$ cat config.mk
export PLATFORM = sky130hd
export DESIGN_NAME = univ_shift_reg
export DESIGN_NICKNAME = d
export VERILOG_FILES = /design/src/rtl/univ_shift_reg_pkg.sv /design/src/rtl/univ_shift_reg_frame_cnt.sv /design/src/rtl/univ_shift_reg.sv
export SDC_FILE = /design/constraint.sdc
export NUM_CORES = 1
export LEC_CHECK = 0
export CORE_MARGIN = 4
export CORE_UTILIZATION = 30
export CTS_CLUSTER_SIZE = 8
export DETAILED_ROUTE_END_ITERATION = 12
export SLEW_MARGIN = 5
export SYNTH_ARGS = -nofsm -noshare
export SYNTH_HDL_FRONTEND = slang
export SYNTH_SLANG_ARGS = --single-unit
export TNS_END_PERCENT = 1
$ cat constraint.sdc
create_clock -name clk -period 1.1 [get_ports clk]
set_input_delay 0.11 -clock clk [delete_from_list [all_inputs] [get_ports clk]]
set_output_delay 0.11 -clock clk [all_outputs]
set_load 0.02 [all_outputs]
$ cat src/rtl/univ_shift_reg_pkg.sv
// Shared types for the universal shift register.
// Op encoding and shift classification.
package shreg_pkg;

  typedef enum logic [2:0] {
    HOLD  = 3'd0,
    LOAD  = 3'd1,
    SHL   = 3'd2,
    SHR   = 3'd3,
    ROTL  = 3'd4,
    ROTR  = 3'd5,
    ASHR  = 3'd6,
    CLEAR = 3'd7
  } shreg_op_e;

  function automatic logic is_shift(
    input shreg_op_e op
  );
    unique case (op)
      SHL, SHR, ROTL, ROTR, ASHR:
        is_shift = 1'b1;
      default:
        is_shift = 1'b0;
    endcase
  endfunction

endpackage

$ cat src/rtl/univ_shift_reg_frame_cnt.sv
// Frame counter: counts shifts since the last
// load/clear and pulses frame_done every WIDTH shifts.
module shreg_frame_cnt #(
  parameter int WIDTH = 8,
  parameter int CW    = $clog2(WIDTH)
) (
  input  logic          clk,
  input  logic          reset,
  input  logic          en,
  input  logic          clr,
  input  logic          step,
  output logic [CW-1:0] cnt,
  output logic          frame_done
);

  localparam logic [CW-1:0] LAST = CW'(WIDTH - 1);

  logic [CW-1:0] cnt_q, cnt_d;
  logic          done_q, done_d;

  always_comb begin
    cnt_d  = cnt_q;
    done_d = 1'b0;
    if (en && clr) begin
      cnt_d = '0;
    end else if (en && step) begin
      if (cnt_q == LAST) begin
        cnt_d  = '0;
        done_d = 1'b1;
      end else begin
        cnt_d = cnt_q + 1'b1;
      end
    end
  end

  always_ff @(posedge clk) begin
    if (reset) begin
      cnt_q  <= '0;
      done_q <= 1'b0;
    end else begin
      cnt_q  <= cnt_d;
      done_q <= done_d;
    end
  end

  assign cnt        = cnt_q;
  assign frame_done = done_q;

endmodule

$ cat src/rtl/univ_shift_reg.sv
// Universal shift register with serial ends,
// parallel load/output and a frame counter.
module univ_shift_reg
  import shreg_pkg::*;
#(
  parameter int WIDTH = 8,
  parameter int CW    = $clog2(WIDTH)
) (
  input  logic             clk,
  input  logic             reset,
  input  logic             en,
  input  logic [2:0]       op,
  input  logic             si_l,
  input  logic             si_r,
  input  logic [WIDTH-1:0] pi,
  output logic [WIDTH-1:0] po,
  output logic             so_msb,
  output logic             so_lsb,
  output logic [CW-1:0]    cnt,
  output logic             frame_done
);

  logic [WIDTH-1:0] q_q, q_d;
  shreg_op_e        op_e;
  logic             clr;
  logic             step;

  assign op_e = shreg_op_e'(op);

  always_comb begin
    q_d = q_q;
    if (en) begin
      unique case (op_e)
        HOLD:  q_d = q_q;
        LOAD:  q_d = pi;
        SHL:   q_d = {q_q[WIDTH-2:0], si_r};
        SHR:   q_d = {si_l, q_q[WIDTH-1:1]};
        ROTL:  q_d = {q_q[WIDTH-2:0], q_q[WIDTH-1]};
        ROTR:  q_d = {q_q[0], q_q[WIDTH-1:1]};
        ASHR:  q_d = {q_q[WIDTH-1], q_q[WIDTH-1:1]};
        CLEAR: q_d = '0;
        default: q_d = q_q;
      endcase
    end
  end

  always_ff @(posedge clk) begin
    if (reset) begin
      q_q <= '0;
    end else begin
      q_q <= q_d;
    end
  end

  assign clr  = (op_e == LOAD) || (op_e == CLEAR);
  assign step = is_shift(op_e);

  shreg_frame_cnt #(
    .WIDTH (WIDTH),
    .CW    (CW)
  ) u_frame_cnt (
    .clk        (clk),
    .reset      (reset),
    .en         (en),
    .clr        (clr),
    .step       (step),
    .cnt        (cnt),
    .frame_done (frame_done)
  );

  assign po     = q_q;
  assign so_msb = q_q[WIDTH-1];
  assign so_lsb = q_q[0];

endmodule

==> impl_metrics.py, run 1 <==
metrics = {
    "status": {
        "status": "finished, violations left",
        "violations": "setup timing",
    },
    "grt": {
        "grt_overflow": 0,
        "antenna_found_initial": 0,
        "grt_usage_pct": 14.23,
        "grt_first_pass_wirelength_um": 3829,
        "grt_max_degree": 9,
        "first_global_vias": 842,
    },
    "layout": {
        "fill_cells": 256,
        "instances_no_fill": 168,
        "multi_input_area_sq_um": 498.0,
        "seq_area_sq_um": 247.7,
        "areaGrowthSynthToFinish_pct": 58.89,
        "drive_above_1_share_pct": 27.54,
        "fin_nets": 157,
        "antenna_cells": 0,
        "postLayoutCellArea_sq_mm": 0.001252,
    },
    "clocking": {
        "htreeDepth": 1,
        "clkLatencyLatePin_ns": 0.28,
        "cts_buffers": 3,
        "root_buffer": "clkbuf_4",
        "path_clk_slew_ns": 0.09,
        "hold_buffers": 0,
        "cts_buffer_depth": 2,
        "cts_tree": "done",
        "cts_sinks": 12,
    },
    "placement": {
        "port_buffers": 29,
        "dp_hpwl_um": 1827,
        "place_congestion": 0.7392,
        "place_area_sq_mm": 0.001241,
        "dpl.cell_count": 164,
    },
    "synth": {
        "syn_inst": 91,
        "ys_ff_latch": 12,
        "synth.avg_cell_area_sq_um": 8.662,
        "synthesis.area_sq_um": 788.3,
        "ys_seq_area_share_pct": 30.48,
        "yosysWarnings": 0,
        "ys.flop_type": "dfxtp_1",
        "synth_edf_count": 0,
        "ys_async_sr_fraction_pct": 0,
        "synth_fp_nets": 109,
        "synth_cell_types": 28,
    },
    "timing": {
        "fmax_mhz": 833.8,
        "rsz0062_at_grt": "true",
        "skew_ns": 0.007463,
        "relSlewSlack_pct": 77.67,
        "worst_slew_pin_slew_ns": 0.3349,
        "fin_crit_sh_pct": 109.0,
        "hold_viol": 0,
        "finalSetupViolCount": 1,
        "layout_setup_ws_ns": -0.09936,
        "fin_crit_ns": 1.199,
        "drv_slew": 0,
    },
    "routing": {
        "vias": 854,
        "antenna_left": 0,
        "wirelength_um": 2355,
        "drc_errors": 0,
        "wire_per_inst_um": 14.02,
        "drt-pass1-iter-count": 4,
        "drtIter0Drc": 27,
        "via_per_inst": 5.083,
    },
    "setup_path": {
        "required_ns": 1.31,
        "worstSetupEndpointType": "flip-flop",
        "arrival_ns": 1.41,
        "cp-start-kind": "input port",
        "critPathKind": "input port to flip-flop",
        "path_max_fanout": 3,
    },
    "floorplanning": {
        "start_util_pct": 31.53,
        "pin_count": 30,
        "fp.dieH_um": 59.26,
        "core.rowCount": 18,
        "design.die.area_sq_mm": 0.003512,
        "fp.dieW_um": 59.26,
        "core_area_sq_mm": 0.002500,
    },
    "flow_run": {
        "drv_cap": 0,
    },
    "worst_hold_path": {
        "hold_path.class": "input port to flip-flop",
    },
    "power_and_ir_drop": {
        "p_leak_nw": 0.5626,
        "peakVddDrop_mv": 0.6381,
        "power_density_mw_per_mm2": 881.0,
    },
}
cells by family (layout without fill, tap and decap cells):
logic type               Yosys count  count (layout)  synth area share [%]
AO/OA/AOI/OAI                     34              34                 29.21
XOR/XNOR                           2               2                 2.223
adder cells (fa/ha/maj)            2               2                 3.174
buffers and inverters             11              58                 9.364
flip-flops                        12              12                 30.48
multiplexers                       8               8                 10.16
AND/OR/NAND/NOR                   22              22                 15.40
worst max-delay path: stages:
cell	delay (ns)
clkdlybuf4s50_1	0.52
o21ai_1	0.12
a21o_4	0.20
or3_1	0.35
a21oi_1	0.12
per-stage QoR:
step           hold slack, ns  power (mW)  util, %  setup slack (ns)  setup TNS (ns)
4_1_cts                0.4949       1.113    50.25          -0.09564         -0.1086
3_3_place_gp           0.4824      0.8251    49.65           -0.4956          -5.393
6_report               0.5078       1.103    50.10          -0.09936        -0.09936
5_1_grt                0.5484       1.174    50.10           -0.1301         -0.5006
2_1_floorplan          0.2964      0.6596        -          -0.09391         -0.3736
3_5_place_dp           0.4998      0.8325    49.65           -0.5292          -5.847
state kept, by name, summed over array words and instances, names as in the netlist:
name,count
po,8
u_frame_cnt.cnt,3
u_frame_cnt.frame_done,1
worst paths after layout:
check,slack [ns],from,endpoint,cells after the start
max,-0.1,en,u_frame_cnt.cnt[0]$_SDFFE_PP0P_,5
min,0.51,si_l,po[7]$_SDFFE_PP0P_,3
max reg2reg,-0.08,u_frame_cnt.cnt[0]$_SDFFE_PP0P_,u_frame_cnt.cnt[0]$_SDFFE_PP0P_,4
min reg2reg,0.51,u_frame_cnt.cnt[0]$_SDFFE_PP0P_,u_frame_cnt.cnt[0]$_SDFFE_PP0P_,2
layout by cell type, fill, tap and decap left out, types with 2 or more instances in the layout:
master           count
a21oi_1             13
buf_4               22
clkbuf_4             3
dlygate4sd2_1       11
inv_1                3
dfxtp_4              2
o21ai_0              5
clkdlybuf4s15_1      4
nand2_1              4
clkbuf_2             2
xnor2_1              2
mux2i_1              7
nand2b_1             9
nor2_1               4
clkdlybuf4s50_1     12
dfxtp_1             10
a32o_1               6
o21ai_1              2
where the power goes:
group / switching [mW] / total, mW / internal [mW]
clock network: 0.164 / 0.295 / 0.131
registers: 0.0134 / 0.464 / 0.451
logic: 0.161 / 0.344 / 0.183
total: 0.338 / 1.10 / 0.765
repair_timing:
action,in CTS,in global routing
setup endpoints to repair,26,21
buffers inserted,0,0
pin swaps,3,0
gates resized for setup,23,6
per-layer routing:
metal | global-route usage, % | vias up | share of wire [%]
met1 | 18.92 | 400 | 47
met3 | 3.486 | 2 | 5.2
li1 | - | 427 | -
met2 | 22.15 | 25 | 47
met5 | 0 | - | 0
met4 | 5.178 | 0 | 0.59
synth_stat cells (2+ instances only):
| cell type | number | area, sq um |
|---|---|---|
| mux2i_1 | 8 | 80.08 |
| inv_1 | 3 | 11.26 |
| dfxtp_1 | 12 | 240.2 |
| a21oi_1 | 14 | 70.07 |
| a32o_1 | 6 | 60.06 |
| nor2_1 | 4 | 15.01 |
| buf_4 | 2 | 15.01 |
| nand2b_1 | 9 | 56.30 |
| o21ai_0 | 6 | 30.03 |
| ha_1 | 2 | 25.02 |
| buf_2 | 2 | 10.01 |
| nand2_1 | 4 | 15.01 |
| buf_6 | 3 | 33.78 |
| xnor2_1 | 2 | 17.52 |
area by class of cell:
| class | instances | share of cell area, % |
|---|---|---|
| Inverter | 3 | 0.8991 |
| Timing Repair Buffer | 51 | 34.47 |
| Multi-Input combinational cell | 68 | 39.76 |
| Clock inverter | 1 | 0.2997 |
| Clock buffer | 3 | 1.798 |
| Sequential cell | 12 | 19.78 |
| Tap cell | 30 | 2.997 |
Power figures use the tool's default switching activity.
==> inputs of run 2 (changes only) <==
Settings changed: HOLD_SLACK_MARGIN set to 0.15, SYNTH_HIERARCHICAL set to 1.
==> impl_metrics.py, run 2 <==
metrics = {
    "status": {
        "status": "finished, violations left",
        "violations": "setup timing",
    },
    "clocking": {
        "cts_buffer_depth": 2,
        "path_clk_slew_ns": 0.08,
        "cts_sinks": 12,
        "root_buffer": "clkbuf_4",
        "cts_tree": "done",
        "clkLatencyLatePin_ns": 0.27,
        "hold_buffers": 0,
        "cts_buffers": 3,
        "htreeDepth": 1,
    },
    "grt": {
        "first_global_vias": 801,
        "grt_usage_pct": 13.02,
        "grt_overflow": 0,
        "antenna_found_initial": 0,
        "grt_first_pass_wirelength_um": 3477,
        "grt_max_degree": 10,
    },
    "synth": {
        "syn_inst": 92,
        "synth_cell_types": 32,
        "yosysWarnings": 6,
        "synth_fp_nets": 110,
        "ys_async_sr_fraction_pct": 0,
        "synthMostInstantiatedCell": "dfxtp_1",
        "synth.avg_cell_area_sq_um": 8.772,
        "ys_seq_area_share_pct": 29.77,
        "synth_edf_count": 0,
        "ys.flop_type": "dfxtp_1",
        "yosysTopAreaCell": "dfxtp_1",
        "yosys.area.top_type_share_pct": 29.77,
        "synth_common_cells": "dfxtp_1 (12), nand2_1 (8), a221oi_1 (7)",
        "ys_ff_latch": 12,
        "synthesis.area_sq_um": 807.0,
        "synth_area_leaders": "dfxtp_1 (30%), mux2_2 (8.4%), a221oi_1 (7.6%), buf_6 (4.2%), o21ai_0 (3.7%)",
    },
    "layout": {
        "drive_above_1_share_pct": 47.92,
        "areaGrowthSynthToFinish_pct": 71.78,
        "postLayoutCellArea_sq_mm": 0.001386,
        "instances_no_fill": 174,
        "layout_commonest_cell": "buf_4",
        "fill_cells": 243,
        "largest_register_ffs": 8,
        "antenna_cells": 0,
        "seq_area_sq_um": 254.0,
        "final_cell_mix": "buf_4 (25), clkdlybuf4s50_1 (12), o21ai_1 (9)",
        "fin_nets": 163,
        "multi_input_area_sq_um": 590.6,
    },
    "routing": {
        "drt-pass1-iter-count": 4,
        "vias": 864,
        "drtIter0Drc": 28,
        "drc_errors": 0,
        "wire_per_inst_um": 12.68,
        "via_per_inst": 4.966,
        "antenna_left": 0,
        "wirelength_um": 2206,
    },
    "floorplanning": {
        "core.rowCount": 18,
        "pin_count": 30,
        "design.die.area_sq_mm": 0.003584,
        "fp.dieW_um": 59.87,
        "fp.dieH_um": 59.87,
        "core_area_sq_mm": 0.002522,
        "start_util_pct": 31.99,
    },
    "placement": {
        "dpl.cell_count": 170,
        "place_area_sq_mm": 0.001303,
        "port_buffers": 29,
        "dp_hpwl_um": 1783,
        "dp_slack_ns": -0.5435,
        "place_congestion": 0.7483,
    },
    "setup_path": {
        "slowest_delay_ns": 0.37,
        "required_ns": 1.28,
        "cp_num_buf_inv": 0,
        "cpMaxStageDelayCell": "dfxtp_4",
        "arrival_ns": 1.35,
        "worstSetupEndpointType": "flip-flop",
        "rrSetupSlack_ns": -0.07,
        "critPathKind": "flip-flop to flip-flop",
        "cp-start-kind": "flip-flop",
        "cp_common_cell": "ha_4",
        "worstPathCellList": "ha_4 -> ha_4 -> or3_1 -> o32ai_2",
        "path_max_fanout": 4,
        "cp_top_family": "flip-flops",
    },
    "power_and_ir_drop": {
        "power_density_mw_per_mm2": 836.6,
        "peakVddDrop_mv": 0.5378,
        "p_leak_nw": 0.5705,
        "p_total_mw": 1.160,
    },
    "timing": {
        "finalSetupViolCount": 2,
        "layout_setup_ws_ns": -0.06685,
        "drv_slew": 0,
        "skew_ns": 0.004503,
        "finalSetupTns_ns": -0.08471,
        "worst_slew_pin_slew_ns": 0.2769,
        "relSlewSlack_pct": 81.48,
        "fin_crit_ns": 1.167,
        "hold_viol": 0,
        "fin_crit_sh_pct": 106.1,
        "fmax_mhz": 857.0,
        "rsz0062_at_grt": "true",
    },
    "worst_hold_path": {
        "hold_path.class": "input port to flip-flop",
    },
    "flow_run": {
        "drv_cap": 0,
    },
}
## run 2: where the power goes
group | switching, mW | leakage [nW] | internal, mW | total, mW
logic | 0.178 | 0.454 | 0.212 | 0.390
registers | 0.0237 | 0.101 | 0.456 | 0.480
clock network | 0.150 | 0.0150 | 0.140 | 0.290
total | 0.351 | 0.570 | 0.808 | 1.16
## run 2: kinds of logic (layout without fill, tap and decap cells)
| family | after synthesis | in the layout | synth area share (%) |
|---|---|---|---|
| compound gates | 32 | 32 | 28.84 |
| xor+xnor | 2 | 2 | 2.171 |
| fa+ha+maj | 2 | 2 | 3.100 |
| buf+inv | 11 | 63 | 9.456 |
| flops | 12 | 12 | 29.77 |
| mux | 6 | 6 | 8.371 |
| simple gates | 27 | 27 | 18.30 |
## run 2: timing repair
item / CTS / global route
gates resized for setup: 30 / 31
setup buffers: 0 / 0
endpoints found under the setup margin: 26 / 24
pin swaps: 1 / 5
## run 2: worst min-delay path: cells and delay by family
family          cells  cell delay (ns)
compound gates      2             0.22
buf+inv             2             0.28
## run 2: layout make-up
class                   count  share of cell area (%)
multi-input cells          69                   42.60
repair buffers             55                   33.39
flip-flops and latches     12                   18.32
well taps                  30                   2.708
clock buffers               4                   1.895
inverters                   4                   1.083
## run 2: routing by layer
layer  wire (um)  vias up  GRT usage [%]  part of all wire, %
li1            -      445              -                    -
met1        1030      396          17.29                   47
met2        1036       19          20.06                   47
met3          79        4         0.8639                  3.6
met4          59        0          8.544                  2.7
met5           0        -              0                    0
## run 2: worst paths after layout
path,from,to,depth (start not counted)
setup / recovery,u_frame_cnt/cnt[0]$_SDFFE_PP0P_,u_frame_cnt/cnt[0]$_SDFFE_PP0P_,4
hold / removal,op[0],po[7]$_SDFFE_PP0P_,4
setup reg to reg,u_frame_cnt/cnt[0]$_SDFFE_PP0P_,u_frame_cnt/cnt[0]$_SDFFE_PP0P_,4
hold reg to reg,po[5]$_SDFFE_PP0P_,po[5]$_SDFFE_PP0P_,2
## run 2: stage by stage
step	util, %	hold WS (ns)
6_report	54.96	0.3809
5_1_grt	54.96	0.4060
4_1_cts	52.58	0.4772
3_5_place_dp	51.64	0.4677
3_3_place_gp	51.64	0.4685
2_1_floorplan	-	0.1861
